## src/rtl/clk_div_ctrl.sv

```systemverilog
// Programmable clock-enable divider: tick every (r_div+1) cycles, 50% divided clock, graceful stop.
// Optional 16-bit tick counter on o_tick_cnt when CLK_DIV_TICK_CNT_EN is defined.
module clk_div_ctrl #(
    parameter int CNT_BW = 8
) (
    input  logic              clk,
    input  logic              reset_n,
    input  logic              i_cfg_valid,
    output logic              o_cfg_ready,
    input  logic [CNT_BW-1:0] i_div,
    input  logic              i_run,
    output logic              o_busy,
    output logic              o_clk_en,
    output logic              o_div_clk
`ifdef CLK_DIV_TICK_CNT_EN
    ,
    output logic [15:0]       o_tick_cnt
`endif
);

    // state | meaning
    // IDLE  | stopped, divided clock low, accepting configuration
    // RUN   | counting periods, ticking and toggling the divided clock
    // STOP  | stop requested, finishing until divided clock falls
    typedef enum logic [1:0] {
        IDLE = 2'd0,
        RUN  = 2'd1,
        STOP = 2'd2
    } state_t;

    state_t            state;
    state_t            state_nxt;
    logic [CNT_BW-1:0] cnt;
    logic [CNT_BW-1:0] r_div;
    logic              div_clk_q;
    logic              tick;

    localparam logic [CNT_BW-1:0] CNT_ONE = {{(CNT_BW-1){1'b0}}, 1'b1};

    assign tick = (state != IDLE) && (cnt == r_div);

    always_ff @(posedge clk or negedge reset_n) begin
        if (!reset_n) begin
            state <= IDLE;
        end else begin
            state <= state_nxt;
        end
    end

    always_comb begin
        state_nxt = state;
        case (state)
            IDLE:    if (i_run) state_nxt = RUN;
            RUN:     if (!i_run) state_nxt = STOP;
            // leave only on the falling tick so a high phase is never cut short
            STOP:    if (tick && div_clk_q) state_nxt = IDLE;
            default: state_nxt = IDLE;
        endcase
    end

    always_comb begin
        o_busy      = (state != IDLE);
        o_cfg_ready = (state == IDLE);
        o_clk_en    = tick;
        o_div_clk   = div_clk_q;
    end

    always_ff @(posedge clk or negedge reset_n) begin
        if (!reset_n) begin
            r_div     <= '0;
            cnt       <= '0;
            div_clk_q <= 1'b0;
        end else begin
            if (i_cfg_valid && o_cfg_ready) begin
                r_div <= i_div;
            end
            // in STOP the exit tick always has div_clk_q high, so the toggle lands it low
            if (state == IDLE) begin
                cnt       <= '0;
                div_clk_q <= 1'b0;
            end else if (tick) begin
                cnt       <= '0;
                div_clk_q <= ~div_clk_q;
            end else begin
                cnt <= cnt + CNT_ONE;
            end
        end
    end

`ifdef CLK_DIV_TICK_CNT_EN
    logic [15:0] tick_cnt_q;

    always_ff @(posedge clk or negedge reset_n) begin
        if (!reset_n) begin
            tick_cnt_q <= '0;
        end else if ((state == IDLE) && (state_nxt == RUN)) begin
            tick_cnt_q <= '0;
        end else if (tick) begin
            tick_cnt_q <= tick_cnt_q + 16'd1;
        end
    end

    assign o_tick_cnt = tick_cnt_q;
`endif

endmodule

```

## config.mk

```make
export PLATFORM = sky130hd
export DESIGN_NAME = clk_div_ctrl
export DESIGN_NICKNAME = d
export VERILOG_FILES = /design/src/rtl/clk_div_ctrl.sv
export SDC_FILE = /design/constraint.sdc
export NUM_CORES = 1
export LEC_CHECK = 0
export CORE_MARGIN = 1
export CORE_UTILIZATION = 53
export DETAILED_ROUTE_END_ITERATION = 7
export PLACE_DENSITY = 0.79
export SYNTH_ARGS = -nofsm -noshare
export SYNTH_HDL_FRONTEND = slang
export SYNTH_SLANG_ARGS = --single-unit
```

## constraint.sdc

```tcl
create_clock -name clk -period 2 [get_ports clk]
set_input_delay 0.4 -clock clk [delete_from_list [all_inputs] [get_ports clk]]
set_output_delay 0.4 -clock clk [all_outputs]
set_load 0.02 [all_outputs]
```

==> out/results.tsv <==
metric	value	unit
vias post-DR	597	
H-tree depth	1	
CP Capture Type	output pin	
placed insts	111	
post-synth top area share	54.2	%
Die X	42.7	um
Worst Path Max Fanout	5	
# Post-CTS Setup Buffers	0	
top cells by area, synth	dfrtp_1, mux2_2, xnor2_1, nor2_1, xor2_1	
WL/cell	13.4	um
Die ar.	0.00182	mm^2
setup TNS	0	ns
critical path startpoint	state[1]	
Final #Nets	113	
residual DRC count	0	
WL final	1540	um
VDD IR-drop max	0.000784	V
Avg Cell Area, Syn	11.7	um^2
Post-Syn Instances	75	
CTS Buffer Depth	2	
register area share after synthesis	54.2	%
TritonCTS Buffers	3	
I/O pin count	16	
Total GRT Usage	20.0	%
outcome	completed	
syn nets	88	
fin cells	115	
core area	0.00152	mm^2
CP arrival	1.52	ns
CTS sink cnt	19	
reg-to-reg startpoint	state[1]	
initial antenna violation count	0	
die height	42.7	um
Setup CP Type	reg2out	
final setup margin	0.0753	ns
Placer Congestion	0.749	
antenna-violating nets left	0	
layout cells sized above 1	23.2	%
RSZ-0062 raised after global routing	no	
Vias/cell	5.19	
global-route wire length before repair	2670	um
Worst-Skew Late Latency	0.29	ns
post-layout util	73.0	%
Setup crit start kind	flop	
Yosys cell types	23	
Ys Warns	0	
count of state elements after synthesis	19	
number of max-cap violations	0	
TritonCTS clock tree	built	
Hold Crit Class	in2async	
vias in the first global route	603	
Layout area overhead	26.8	%
final hold violation count	0	
HPWL after detailed placement	1140	um
pin count of the biggest net entering global routing	20	
Starting Density	57.6	%
Starting DRT DRC Count	12	
Lkg Pwr	0.000482	uW
Slew Limit Fails	0	
WP data required	1.60	ns
power per cell area	1250	mW/mm^2
Clock transition at path regs	0.10	ns
pre-CTS setup slack	0.0811	ns
row count	14	
n_diodes	0	
slew of the pin with the lowest slew margin	0.369	ns
post-synth top area cell	dfrtp_1	
fmax	0.520	GHz
Slew HR	75.4	%
Overflow after GRT	0	
CTS Root Cell	clkbuf_4	
Min Clock Period, post-route	1.92	ns
Post-Syn Area	877	um^2
R2R Setup Slk	0.51	ns
Clock Skews	0.00148	ns
Pre-Repair DR Iteration Count	4	
count of input and output buffers	15	
Final setup viols	0	
Final period util	96.2	%
==> cell usage in the layout, fill, tap and decap left out, types with 3 or more instances in the layout <==
cell type,Yosys,layout
buf_4,1,6
clkbuf_4,0,3
clkdlybuf4s50_1,0,13
dfrtp_1,19,19
mux2_2,8,8
nor2_1,10,9
xnor2_1,10,10
xor2_1,4,4
==> sequential cells by signal (all words and copies together) (netlist names) <==
register / cells
r_div: 8
state: 2
o_div_clk: 1
cnt: 8
==> path summary, 6_finish.rpt <==
path                                 end  cells past startpoint
worst min-delay path              cnt[3]                      2
worst min register to register  state[1]                      1
min in group clk                state[1]                      1
worst max register to register  r_div[4]                      3
max in group asynchronous       r_div[5]                      2
worst max-delay path              o_busy                      3
==> critical path: stages, from the launching register on <==
cell and delay, ns:
dfrtp_1 0.45, nor2_4 0.17, inv_1 0.08, clkdlybuf4s50_1 0.54
==> area by class of cell <==
class,instances,area [um^2]
Clock buffer,4,26.3
Tap cell,16,20.0
Sequential cell,19,475
Inverter,2,7.51
Multi-Input combinational cell,53,394
Timing Repair Buffer,21,189
Fill cell,108,412
==> synth_stat cells <==
master,instances
nand3_1,2
nor2b_1,2
and2_2,1
a21oi_1,1
o21ai_2,1
nand2_1,2
nand4_2,1
nor2_1,10
buf_4,1
or3_1,1
and3_2,1
xnor2_1,10
and3_1,1
xor2_1,4
ha_1,1
o21ai_0,2
nor3_1,1
a31oi_1,1
mux2_2,8
inv_1,2
dfrtp_1,19
and2_1,1
nand4_1,2
==> power breakdown <==
part | switching, uW | internal (uW) | leakage (uW)
combinational | 261 | 310 | 0.000226
clock | 107 | 77.5 | 0.0000150
sequential | 121 | 517 | 0.000241
total | 489 | 905 | 0.000482
==> metrics by stage <==
stage	hold WS, ns	area, um^2	total power, uW
6_report	0.434	1110	1390
4_1_cts	0.436	1110	1390
2_1_floorplan	0.104	877	999
5_1_grt	0.457	1110	1500
3_5_place_dp	0.492	1080	1210
3_3_place_gp	0.489	1080	1180
==> routing by layer <==
| metal | GRT usage (%) | up-vias | wire, um |
|---|---|---|---|
| met2 | 34.2 | 12 | 802 |
| met5 | 0 | - | 0 |
| met1 | 25.6 | 285 | 689 |
| met4 | 9.38 | 0 | 9 |
| li1 | - | 298 | - |
| met3 | 1.28 | 2 | 39 |
==> timing repair <==
action	in CTS	in global routing
setup endpoints to repair	3	2
gates resized for setup	3	4
endpoints found under the hold margin	0	0
hold buffers	0	0
==> cells by family (layout without fill, tap and decap cells) <==
kind of cell	count (synthesis)	in the layout	synth area share, %
xor+xnor	14	14	14.0
simple gates	25	25	15.0
compound gates	5	5	3.42
mux	8	8	10.3
buf+inv	3	27	1.71
flops	19	19	54.2
fa+ha+maj	1	1	1.43
Note: power is estimated with default switching activity, not from simulation.
